`src/rtl/clk_ctrl_pkg.sv`:
```
// Shared state encoding and default timing for the clock time-setting controller.
package clk_ctrl_pkg;

  typedef enum logic [1:0] {
    ST_RUN      = 2'd0,
    ST_SET_HOUR = 2'd1,
    ST_SET_MIN  = 2'd2,
    ST_ILLEGAL  = 2'd3
  } state_e;

  // Defaults assume a 50 MHz clk.
  localparam int unsigned DEF_HOLD_CYC    = 32'd25_000_000;
  localparam int unsigned DEF_REPEAT_CYC  = 32'd5_000_000;
  localparam int unsigned DEF_TIMEOUT_CYC = 32'd500_000_000;

endpackage

```
`src/rtl/btn_repeat.sv`:
```
// Auto-repeat strobe generator: one strobe on press, a second after HOLD_CYC, then every
// REPEAT_CYC while the button stays held and the block is enabled.
module btn_repeat #(
  parameter int unsigned HOLD_CYC   = 8,
  parameter int unsigned REPEAT_CYC = 4
) (
  input  logic clk_i,
  input  logic reset_i,
  input  logic enable_i,
  input  logic btn_i,
  input  logic btn_rise_i,
  output logic rep_strobe_o
);

  localparam int unsigned MaxCyc = (HOLD_CYC > REPEAT_CYC) ? HOLD_CYC : REPEAT_CYC;
  localparam int unsigned CntW = $clog2(MaxCyc);
  localparam logic [CntW-1:0] HoldLast = CntW'(HOLD_CYC - 1);
  localparam logic [CntW-1:0] RepLast  = CntW'(REPEAT_CYC - 1);

  logic [CntW-1:0] cnt_q, cnt_d;
  logic            active_q, active_d;
  logic            hold_q, hold_d;

  always_comb begin
    cnt_d        = cnt_q;
    active_d     = active_q;
    hold_d       = hold_q;
    rep_strobe_o = 1'b0;
    if (!enable_i || !btn_i) begin
      cnt_d    = '0;
      active_d = 1'b0;
      hold_d   = 1'b0;
    end else if (btn_rise_i) begin
      rep_strobe_o = 1'b1;
      cnt_d        = '0;
      active_d     = 1'b1;
      hold_d       = 1'b1;
    end else if (active_q) begin
      // Only a press seen while enabled arms repeating; a level carried in stays idle.
      if (cnt_q == (hold_q ? HoldLast : RepLast)) begin
        rep_strobe_o = 1'b1;
        cnt_d        = '0;
        hold_d       = 1'b0;
      end else begin
        cnt_d = cnt_q + CntW'(1);
      end
    end
  end

  always_ff @(posedge clk_i) begin
    if (reset_i) begin
      cnt_q    <= '0;
      active_q <= 1'b0;
      hold_q   <= 1'b0;
    end else begin
      cnt_q    <= cnt_d;
      active_q <= active_d;
      hold_q   <= hold_d;
    end
  end

endmodule

```
`src/rtl/clock_set_ctrl.sv`:
```
// Time-setting controller: sequences RUN / SET_HOUR / SET_MIN on MODE presses and issues
// registered increment and seconds-clear strobes, with an inactivity timeout back to RUN.
module clock_set_ctrl
  import clk_ctrl_pkg::*;
#(
  parameter int unsigned HOLD_CYC    = DEF_HOLD_CYC,
  parameter int unsigned REPEAT_CYC  = DEF_REPEAT_CYC,
  parameter int unsigned TIMEOUT_CYC = DEF_TIMEOUT_CYC
) (
  input  logic clk_i,
  input  logic reset_i,
  input  logic btn_mode_i,
  input  logic btn_inc_i,
  output logic run_en_o,
  output logic set_hour_o,
  output logic set_min_o,
  output logic inc_hour_o,
  output logic inc_min_o,
  output logic sec_clr_o
);

  localparam int unsigned TmoW = $clog2(TIMEOUT_CYC);
  localparam logic [TmoW-1:0] TmoLast = TmoW'(TIMEOUT_CYC - 1);

  state_e          state_q, state_d;
  logic [TmoW-1:0] tmo_q, tmo_d;
  logic            btn_mode_q, btn_inc_q;
  logic            mode_rise, inc_rise, in_set, rep_strobe;
  logic            sec_clr_d;

  assign mode_rise = btn_mode_i & ~btn_mode_q;
  assign inc_rise  = btn_inc_i & ~btn_inc_q;
  assign in_set    = (state_q == ST_SET_HOUR) || (state_q == ST_SET_MIN);

  // A MODE press in the same cycle suppresses the INC strobe and drops any repeat.
  btn_repeat #(
    .HOLD_CYC  (HOLD_CYC),
    .REPEAT_CYC(REPEAT_CYC)
  ) u_btn_repeat (
    .clk_i       (clk_i),
    .reset_i     (reset_i),
    .enable_i    (in_set & ~mode_rise),
    .btn_i       (btn_inc_i),
    .btn_rise_i  (inc_rise),
    .rep_strobe_o(rep_strobe)
  );

  always_comb begin
    state_d   = state_q;
    tmo_d     = tmo_q;
    sec_clr_d = 1'b0;
    case (state_q)
      ST_RUN: begin
        tmo_d = '0;
        if (mode_rise) state_d = ST_SET_HOUR;
      end
      ST_SET_HOUR, ST_SET_MIN: begin
        if (mode_rise) begin
          state_d   = (state_q == ST_SET_HOUR) ? ST_SET_MIN : ST_RUN;
          sec_clr_d = (state_q == ST_SET_MIN);
          tmo_d     = '0;
        end else if (btn_inc_i) begin
          tmo_d = '0;
        end else if (tmo_q == TmoLast) begin
          state_d   = ST_RUN;
          sec_clr_d = 1'b1;
          tmo_d     = '0;
        end else begin
          tmo_d = tmo_q + TmoW'(1);
        end
      end
      default: begin
        state_d = ST_RUN;
        tmo_d   = '0;
      end
    endcase
  end

  always_ff @(posedge clk_i) begin
    if (reset_i) begin
      state_q    <= ST_RUN;
      tmo_q      <= '0;
      btn_mode_q <= 1'b1;
      btn_inc_q  <= 1'b1;
      run_en_o   <= 1'b1;
      set_hour_o <= 1'b0;
      set_min_o  <= 1'b0;
      inc_hour_o <= 1'b0;
      inc_min_o  <= 1'b0;
      sec_clr_o  <= 1'b0;
    end else begin
      state_q    <= state_d;
      tmo_q      <= tmo_d;
      btn_mode_q <= btn_mode_i;
      btn_inc_q  <= btn_inc_i;
      run_en_o   <= (state_d == ST_RUN);
      set_hour_o <= (state_d == ST_SET_HOUR);
      set_min_o  <= (state_d == ST_SET_MIN);
      inc_hour_o <= rep_strobe & (state_q == ST_SET_HOUR);
      inc_min_o  <= rep_strobe & (state_q == ST_SET_MIN);
      sec_clr_o  <= sec_clr_d;
    end
  end

endmodule

```
`config.mk`:
```
export PLATFORM = sky130hd
export DESIGN_NAME = clock_set_ctrl
export DESIGN_NICKNAME = d
export VERILOG_FILES = /design/src/rtl/clk_ctrl_pkg.sv /design/src/rtl/btn_repeat.sv /design/src/rtl/clock_set_ctrl.sv
export SDC_FILE = /design/constraint.sdc
export NUM_CORES = 1
export LEC_CHECK = 0
export CELL_PAD_IN_SITES_DETAIL_PLACEMENT = 1
export CELL_PAD_IN_SITES_GLOBAL_PLACEMENT = 1
export CORE_MARGIN = 1
export CORE_UTILIZATION = 42
export DETAILED_ROUTE_END_ITERATION = 6
export PLACE_DENSITY = 0.83
export SYNTH_ARGS = -nofsm -noshare
export SYNTH_HDL_FRONTEND = slang
export SYNTH_SLANG_ARGS = --single-unit
```
`constraint.sdc`:
```
create_clock -name clk_i -period 2 [get_ports clk_i]
set_input_delay 0.5 -clock clk_i [delete_from_list [all_inputs] [get_ports clk_i]]
set_output_delay 0.5 -clock clk_i [all_outputs]
set_load 0.005 [all_outputs]
```
==> results by group <==
Global route
  – First-pass GRT wire length: 14700 µm
  – Total track usage: 26.3%
  – Vias in the first global route: 2935
  – Initial antenna violation count: 0
  – Grt total ovfl: 0
  – Pin count of the biggest net entering global routing: 26

Detailed routing
  – Per-cell routed wire length: 21.3 µm
  – Pre-Repair DR Iteration Count: 4
  – Via/cell ratio: 5.98
  – DRT Wirelength: 10100 µm
  – Initial drt markers: 118
  – DRC errors left: 0
  – Remaining antenna violation count: 0
  – DR vias: 2830

Critical path
  – CP Class: flip-flop to flip-flop
  – Setup crit end kind: flip-flop
  – Largest stage delay, worst path: 0.54 ns
  – Crit path required time: 2.30 ns
  – CP Cell Sequence: or4b_4 -> or4_4 -> or3_4 -> a31oi_2 -> and3_1
  – Slowest cell on crit path: or4b_4
  – CP Launch Type: flip-flop
  – Critical path peak fanout: 3
  – Worst reg-to-reg setup slack: -0.26 ns
  – Crit path DAT: 2.56 ns
  – Top delay family on crit path: simple AND/OR/NAND/NOR gates
  – CP Buf/Inv Count: 0

Cells and area
  – Finished Layout Cells: 473
  – # diodes: 0
  – Share of layout cells above drive strength 1: 28.5%
  – Max reg flops: 29
  – Largest registers: tmo_q (29), u_btn_repeat.cnt_q (25), state_q (2)
  – Syn-to-layout area delta: 37.9%
  – Largest reg by FF count: tmo_q
  – Nets@finish: 401
  – Post-layout util: 61.5%
  – Fillers: 710

Die
  – Rows: 29
  – Die W: 85.3 µm
  – Die height: 85.3 µm
  – I/O pins: 10
  – Starting Density: 44.6%
  – Core area: 6530 µm²
  – Area of the die: 7270 µm²

Clock network
  – CTS Sinks: 66
  – CTS clk-pin slew, worst paths: 0.08 ns
  – Clock Tree Buf Depth: 2
  – CTS tree: yes
  – H-tree levels: 3
  – Worst-skew pair later-pin latency: 0.36 ns
  – Root Buffer: clkbuf_8
  – CTS buffer count: 9

Pwr
  – Power Internal: 2.09 mW
  – Flop pwr share: 49.2%
  – Combinational fraction of design power: 3.0%
  – Clock Power Share: 47.9%
  – Leak pwr: 1.38 nW
  – Switching Share: 22.4%
  – Max IR drop VDD: 0.374 mV
  – P per Cell Area: 671 nW/µm²
  – Switching pwr: 0.602 mW
  – Total chip power: 2.69 mW

Timing
  – Worst relative slew slack: 66.0%
  – Final WS setup: -0.255 ns
  – Min Tclk post-route: 2.26 ns
  – WHS: 0.541 ns
  – Setup violators final: 35
  – RSZ-0062 raised after global routing: yes
  – Final Hold Fails: 0
  – Fmax: 0.443 GHz
  – Worst-margin pin slew: 0.508 ns
  – Setup Skew: 0.0112 ns
  – Pins Over Slew Limit: 0
  – Final Cycle Share: 113%

Logic synthesis
  – Async SR Flop Fraction: 0%
  – EDFF count, synth: 0
  – Post-synth cell types: 39
  – Area leader, netlist: dfxtp_1
  – Post-synthesis sequential area ratio: 45.4%
  – Top FF cell, synth: dfxtp_1
  – Syn_area_per_cell: 8.88 µm²
  – Synthesis Warnings: 0
  – Largest cells by area after synthesis: dfxtp_1 (45%), xor2_1 (12%), nor2_1 (8.9%), nand4_1 (5.2%), nand3_1 (3.8%)
  – Syn Std Cell Area: 2910 µm²
  – Synthesized flop and latch total: 66
  – Post-synth net total: 338
  – Yosys top cell area share: 45.4%
  – Post-Synthesis Cells: 328

Worst hold path
  – Hold WC Path Type: flip-flop to flip-flop

Place
  – Dpl hpwl: 5440 µm
  – GP Congestion: 0.783
  – Buffers added on ports: 9
  – Placed insts: 450
  – Pre-CTS setup slack: -0.248 ns

Run status
  – Status: finished, violations left
  – Failing checks: negative setup slack

Flow run
  – Maxcap violations: 0
==> what timing repair did <==
action,CTS,global route
setup endpoints to repair,34,60
cloned,2,1
buffers inserted,2,4
hold buffers,0,0
pin swaps,4,29
resized for setup,6,62
==> cell usage after synthesis, drive strengths merged, types with 2 or more instances <==
cell type	number
nor3	6
xnor2	12
buf	2
nand4	24
mux2i	2
nand2	22
or2	2
nor4	8
o21ai	2
nor3b	2
clkbuf	4
and4	3
xor2	39
nor2b	5
and3	8
inv	3
o21a	2
nor2	69
or4	5
nand3	22
dfxtp	66
ha	6
==> metal layers <==
| metal | up-vias | global-route usage (%) | wire length [µm] |
|---|---|---|---|
| met5 | - | 0 | 0 |
| met3 | 37 | 6.71 | 419 |
| met2 | 96 | 46.4 | 5200 |
| met1 | 1430 | 29.9 | 4170 |
| met4 | 0 | 11.8 | 294 |
| li1 | 1267 | - | - |
==> power groups by stage <==
stage	combinational [mW]	sequential, mW	clock, mW
floorplan	0.0284	1.35	0
global placement	0.0552	1.35	0
detailed placement	0.0585	1.35	0
CTS	0.0699	1.32	1.26
global route	0.0838	1.32	1.36
finish	0.0805	1.32	1.29
==> cell families after synthesis <==
kind of cell | Yosys count | share of synthesized area, %
AO/OA/AOI/OAI | 10 | 2.36
buffers and inverters | 9 | 1.25
XOR/XNOR | 51 | 15.3
multiplexers | 2 | 0.688
flip-flops | 66 | 45.4
adder cells (fa/ha/maj) | 6 | 2.58
AND/OR/NAND/NOR | 184 | 32.4
==> cells in the final DEF (no fill, tap or decap), types with 3 or more instances in the layout <==
cell	count
dfxtp_1	60
nor2_1	42
buf_4	41
xor2_1	39
nand4_1	24
nor2_4	23
nand3_1	22
nand2_1	22
xnor2_1	12
clkbuf_8	10
clkdlybuf4s50_1	9
and3_1	7
ha_1	6
dfxtp_2	6
nor2b_1	5
nor4_1	5
nor3_1	5
nor2_2	4
buf_12	4
inv_1	3
or4_1	3
and4_1	3
==> stage by stage <==
stage          area (µm²)  TNS (ns)
2_1_floorplan        2940    -0.308
3_3_place_gp         3440    -0.407
3_5_place_dp         3440     -2.34
4_1_cts              3760     -3.22
5_1_grt              4010     -6.65
6_report             4010     -4.78
==> final cells by class <==
cell class	count	area, µm²	share of cell area [%]
clock buffer	11	141	3.52
inverter	3	11.3	0.281
multi-input combinational	253	1810	45.0
tap	77	96.3	2.40
sequential	66	1330	33.1
timing repair buffer	58	553	13.8
clock inverter	5	77.6	1.93
==> worst min-delay path, stage by stage (launching register included) <==
cell     delay [ns]
dfxtp_1        0.35
xnor2_1        0.08
nor2_1         0.08
==> worst paths after layout <==
kind	cells past startpoint	endpoint	start
max	5	set_hour_o$_SDFF_PP0_	tmo_q[15]$_SDFF_PP0_
min	2	u_btn_repeat.cnt_q[5]$_SDFFE_PP0P_	u_btn_repeat.cnt_q[5]$_SDFFE_PP0P_
max reg2reg	5	set_hour_o$_SDFF_PP0_	tmo_q[15]$_SDFF_PP0_
min reg2reg	2	u_btn_repeat.cnt_q[5]$_SDFFE_PP0P_	u_btn_repeat.cnt_q[5]$_SDFFE_PP0P_
No activity file was read; power rests on OpenSTA's default activity.
